**config.mk**
```make
export PLATFORM = sky130hd
export DESIGN_NAME = multdiv_sched
export DESIGN_NICKNAME = d
export VERILOG_FILES = /design/src/rtl/multdiv_sched.sv
export SDC_FILE = /design/constraint.sdc
export NUM_CORES = 1
export LEC_CHECK = 0
export BUFFER_PORTS_ARGS = -buffer_cell sky130_fd_sc_hd__buf_2
export CELL_PAD_IN_SITES_DETAIL_PLACEMENT = 1
export CELL_PAD_IN_SITES_GLOBAL_PLACEMENT = 2
export CORE_MARGIN = 8
export CORE_UTILIZATION = 32
export DETAILED_ROUTE_END_ITERATION = 8
export GPL_ROUTABILITY_DRIVEN = 1
export GPL_TIMING_DRIVEN = 1
export HOLD_SLACK_MARGIN = 0.12
export PLACE_DENSITY = 0.95
export SETUP_SLACK_MARGIN = 0.4
export SLEW_MARGIN = 20
export SYNTH_ARGS = -nofsm -noshare
export SYNTH_HDL_FRONTEND = slang
export SYNTH_SLANG_ARGS = --single-unit
```
**constraint.sdc**
```tcl
create_clock -name clock -period 6.5 [get_ports clock]
set_input_delay 1.3 -clock clock [delete_from_list [all_inputs] [get_ports clock]]
set_output_delay 1.3 -clock clock [all_outputs]
set_load 0.05 [all_outputs]
```
**src/rtl/multdiv_sched.sv**
```systemverilog
// Sequencer for the shared multiply/divide unit: latches a request, issues one start
// pulse, stalls the pipeline until ready or watchdog expiry, then strobes completion.
module multdiv_sched #(
   parameter int unsigned WIDTH   = 32,
   parameter int unsigned TAG_W   = 5,
   parameter int unsigned TIMEOUT = 40
) (
   input  logic             clock,
   input  logic             reset,
   input  logic             req_mult,
   input  logic             req_div,
   input  logic [TAG_W-1:0] req_tag,
   input  logic [WIDTH-1:0] operand_a,
   input  logic [WIDTH-1:0] operand_b,
   input  logic             flush,
   output logic             md_ctrl_mult,
   output logic             md_ctrl_div,
   output logic [WIDTH-1:0] md_operand_a,
   output logic [WIDTH-1:0] md_operand_b,
   input  logic [WIDTH-1:0] md_result,
   input  logic             md_exception,
   input  logic             md_ready,
   output logic             stall,
   output logic             done,
   output logic [WIDTH-1:0] result,
   output logic             exception,
   output logic [TAG_W-1:0] result_tag,
   output logic             timeout
);

   localparam int unsigned CNT_W = $clog2(TIMEOUT + 1);

   typedef enum logic [1:0] {StIdle, StLaunch, StBusy, StDone} state_e;

   state_e             state_q, state_d;
   logic               op_mult_q, op_mult_d;
   logic [TAG_W-1:0]   tag_q, tag_d;
   logic [WIDTH-1:0]   opa_q, opa_d;
   logic [WIDTH-1:0]   opb_q, opb_d;
   logic [CNT_W-1:0]   cnt_q, cnt_d;
   logic [WIDTH-1:0]   result_q, result_d;
   logic               exc_q, exc_d;
   logic               to_q, to_d;
   logic [CNT_W-1:0]   busy_cnt;

   // Count as seen in the current BUSY cycle (1 in the first BUSY cycle).
   assign busy_cnt = cnt_q + CNT_W'(1);

   always_comb begin
      state_d      = state_q;
      op_mult_d    = op_mult_q;
      tag_d        = tag_q;
      opa_d        = opa_q;
      opb_d        = opb_q;
      cnt_d        = cnt_q;
      result_d     = result_q;
      exc_d        = exc_q;
      to_d         = to_q;
      md_ctrl_mult = 1'b0;
      md_ctrl_div  = 1'b0;
      stall        = 1'b0;

      unique case (state_q)
         StIdle: begin
            cnt_d = '0;
            if ((req_mult | req_div) & ~flush) begin
               stall     = 1'b1;
               op_mult_d = req_mult;
               tag_d     = req_tag;
               opa_d     = operand_a;
               opb_d     = operand_b;
               state_d   = StLaunch;
            end
         end
         StLaunch: begin
            cnt_d = '0;
            if (flush) begin
               state_d = StIdle;
            end else begin
               stall        = 1'b1;
               md_ctrl_mult = op_mult_q;
               md_ctrl_div  = ~op_mult_q;
               state_d      = StBusy;
            end
         end
         StBusy: begin
            if (flush) begin
               state_d = StIdle;
            end else begin
               stall = 1'b1;
               cnt_d = busy_cnt;
               if (md_ready) begin
                  result_d = md_result;
                  exc_d    = md_exception;
                  to_d     = 1'b0;
                  state_d  = StDone;
               end else if (busy_cnt == CNT_W'(TIMEOUT)) begin
                  result_d = '0;
                  exc_d    = 1'b1;
                  to_d     = 1'b1;
                  state_d  = StDone;
               end
            end
         end
         StDone: begin
            // Request is still present here; returning to IDLE lets the pipeline advance.
            state_d = StIdle;
         end
         default: state_d = StIdle;
      endcase
   end

   always_ff @(posedge clock or posedge reset) begin
      if (reset) begin
         state_q   <= StIdle;
         op_mult_q <= 1'b0;
         tag_q     <= '0;
         opa_q     <= '0;
         opb_q     <= '0;
         cnt_q     <= '0;
         result_q  <= '0;
         exc_q     <= 1'b0;
         to_q      <= 1'b0;
      end else begin
         state_q   <= state_d;
         op_mult_q <= op_mult_d;
         tag_q     <= tag_d;
         opa_q     <= opa_d;
         opb_q     <= opb_d;
         cnt_q     <= cnt_d;
         result_q  <= result_d;
         exc_q     <= exc_d;
         to_q      <= to_d;
      end
   end

   assign done         = (state_q == StDone);
   assign md_operand_a = opa_q;
   assign md_operand_b = opb_q;
   assign result       = result_q;
   assign exception    = exc_q;
   assign timeout      = to_q;
   assign result_tag   = tag_q;

endmodule

```
==> results.py <==
metrics = {
    "placed_design": {
        "post-place-ws_ns": 2.83,
        "place_congestion": 0.872,
        "numPlacedInstances": 743,
        "hpwl_mm": 11.0,
        "io_buffers": 214,
    },
    "worst_setup_path": {
        "crit_buf_inv": 2,
        "critPathRequiredTime_ns": 5.20,
        "criticalPathCategory": "in2out",
        "crit_path_frequent_cell": "buf_2",
        "crit_arrival_ns": 2.37,
        "critPathLaunchType": "input pin",
        "worstPathCellList": "buf_2, o21bai_1, or2_4, a21oi_1, buf_2",
        "worst_setup_path_end_kind": "primary output",
        "crit_family": "buffers and inverters",
        "critPathMaxFanout": 14,
        "max_stage_delay_ns": 0.34,
        "slowest_stage": "or2_4",
    },
    "sta": {
        "hold_slack_ns": 0.492,
        "tns_ns": 0,
        "tightest_slew_ns": 1.08,
        "hold_viol": 0,
        "max_clock_freq_ghz": 0.273,
        "skew_ns": 0.00455,
        "period_share_pct": 56.4,
        "finalWorstSetupSlack_ns": 2.83,
        "setup_viol": 0,
        "period_minus_slack_ns": 3.67,
        "grt_setup_unrepaired": "no",
        "maxSlewHeadroom_pct": 28.2,
        "slew_viol_final": 0,
    },
    "synth": {
        "syn_nets": 469,
        "synth_ff_type": "dfrtp_1",
        "syn_area_sq_um": 4950,
        "synth_common_cells": "112 x dfrtp_1, 69 x mux2_4, 38 x inv_1",
        "synth_edf_count": 0,
        "synth_seq_cells": 112,
        "synthArstFlopShare_pct": 100,
        "synthCells": 356,
        "ys_warn_count": 0,
        "synth_seq_area_share_pct": 56.6,
        "yosysTopAreaCellShare_pct": 56.6,
        "synth_area_leader_cell": "dfrtp_1",
        "avgSynthCellArea_sq_um": 13.9,
        "synthTopCellsByArea": "dfrtp_1 57%, mux2_4 21%, a22oi_1 4.9%, o21ai_0 3.6%, inv_1 2.9%",
        "synth_most_common_cell": "dfrtp_1",
        "synth_cell_types": 37,
    },
    "die": {
        "die_h_um": 140,
        "dieArea_sq_um": 19700,
        "die_width_um": 140,
        "start_util_pct": 32.7,
        "ios": 215,
        "rows": 45,
        "core_area_sq_um": 15100,
    },
    "finish": {
        "syn2layout_area_growth_pct": 29.8,
        "nNetsFinal": 679,
        "fill_cells": 1655,
        "drive_above_1_share_pct": 54.2,
        "n_antenna_cell": 0,
        "fin_cells": 758,
    },
    "cts": {
        "htree_num_levels": 3,
        "cts_buffers": 9,
        "cts_sinks": 112,
        "worstSkewPairLatency_ns": 0.34,
        "tritoncts": "done",
        "ctsRootBufferMaster": "clkbuf_16",
        "cts_buffer_depth": 2,
        "post_cts_buffers": 0,
        "path_clk_slew_ns": 0.07,
        "cts_resized": 0,
        "hold_buffers": 0,
    },
    "drt": {
        "routed.top_layer": "met4",
        "met2WireLength_mm": 6.76,
        "m1WireLength_mm": 6.30,
        "via_per_inst": 4.75,
        "vias": 3601,
        "firstDrtPassIters": 4,
        "drt_first_iter_violations": 134,
        "dr_wl_met3_mm": 1.38,
        "avgRoutedWirePerCell_um": 19.2,
        "drc": 0,
        "totalWireLength_mm": 14.6,
        "drtAntennaViolNets": 0,
    },
    "power": {
        "ir_worst_vdd_mv": 0.192,
        "internal-power_mw": 1.92,
        "cellLeakagePower_nw": 3.49,
        "p_seq_share_pct": 30.9,
        "p_sw_share_pct": 47.8,
        "power.switching_mw": 1.76,
        "power.density_nw_per_um2": 574,
        "combPwrFrac_pct": 52.9,
        "clockPowerShare_pct": 16.2,
    },
    "global_routing": {
        "track_usage_pct": 14.9,
        "overflow": 0,
        "grt_max_degree": 74,
        "grt_first_pass_wirelength_mm": 23.6,
        "grt_pass1_vias": 4199,
        "antenna_found_initial": 0,
    },
    "run": {
        "maxCapViolations": 0,
    },
    "hold_path": {
        "hp-class": "reg2reg",
    },
    "status": {
        "status": "completed",
    },
}
routing by layer:
layer | vias up | GRT usage (%)
met2 | 155 | 23.9
met5 | - | 0
li1 | 1649 | -
met1 | 1786 | 18.2
met3 | 11 | 5.40
met4 | 0 | 4.63
cells in the final DEF, fill, tap and decap left out, drive strengths merged, types with 2 or more instances in the layout:
master | synthesis | layout
buf | 9 | 218
mux2i | 3 | 3
bufinv | 0 | 2
o21ai | 38 | 38
ha | 5 | 5
dfrtp | 112 | 112
nand2 | 7 | 7
a21oi | 3 | 3
nor2 | 5 | 5
nand3 | 2 | 2
a22oi | 32 | 32
o22a | 2 | 2
nand2b | 2 | 2
mux2 | 70 | 70
or2 | 2 | 2
inv | 38 | 40
o21a | 2 | 2
clkbuf | 10 | 9
logic make-up (layout without fill, tap and decap cells):
logic type	Yosys count	count (layout)	share of synthesized area (%)
AO/OA/AOI/OAI	84	84	10.9
XOR/XNOR	1	1	0.177
adder cells (fa/ha/maj)	5	5	1.26
buffers and inverters	57	271	6.80
flip-flops	112	112	56.6
multiplexers	73	73	21.8
AND/OR/NAND/NOR	24	24	2.48
power by group through the flow:
stage | sequential [mW] | combinational, mW | clock [mW]
floorplan | 2.03 | 0.634 | 0
global placement | 1.13 | 1.92 | 0
detailed placement | 1.15 | 1.96 | 0
CTS | 1.14 | 1.97 | 0.616
global route | 1.17 | 2.04 | 0.639
finish | 1.14 | 1.95 | 0.598
sequential cells by signal, indices dropped and copies added (netlist names), 2 cells and up:
| name | count |
|---|---|
| md_operand_a | 32 |
| cnt_q | 6 |
| result | 32 |
| state_q | 2 |
| md_operand_b | 32 |
| result_tag | 5 |
worst paths after layout:
kind	endpoint	cells after the start	start	slack, ns
worst max-delay path	stall	5	flush	2.83
worst min-delay path	cnt_q[5]	1	cnt_q[5]	0.49
worst max register to register	md_operand_b[31]	6	state_q[0]	4.01
worst min register to register	cnt_q[5]	1	cnt_q[5]	0.49
max in group asynchronous	cnt_q[5]	3	reset	4.17
min in group asynchronous	md_operand_a[13]	2	reset	0.99
per-stage QoR:
step / power (mW) / util (%) / area [sq um]
floorplan: 2.66 / - / 4950
global placement: 3.05 / 40.3 / 6100
detailed placement: 3.11 / 40.3 / 6110
CTS: 3.73 / 42.4 / 6420
global route: 3.86 / 42.4 / 6420
finish: 3.69 / 42.4 / 6420
final cells by class:
type	count	area, sq um	share of cell area [%]
sequential	112	2800	43.6
multi-input combinational	187	1820	28.4
timing repair buffer	218	1100	17.1
tap	188	235	3.66
clock buffer	9	225	3.51
inverter	38	145	2.26
clock inverter	6	92.6	1.44
Note: power is estimated with default switching activity, not from simulation.
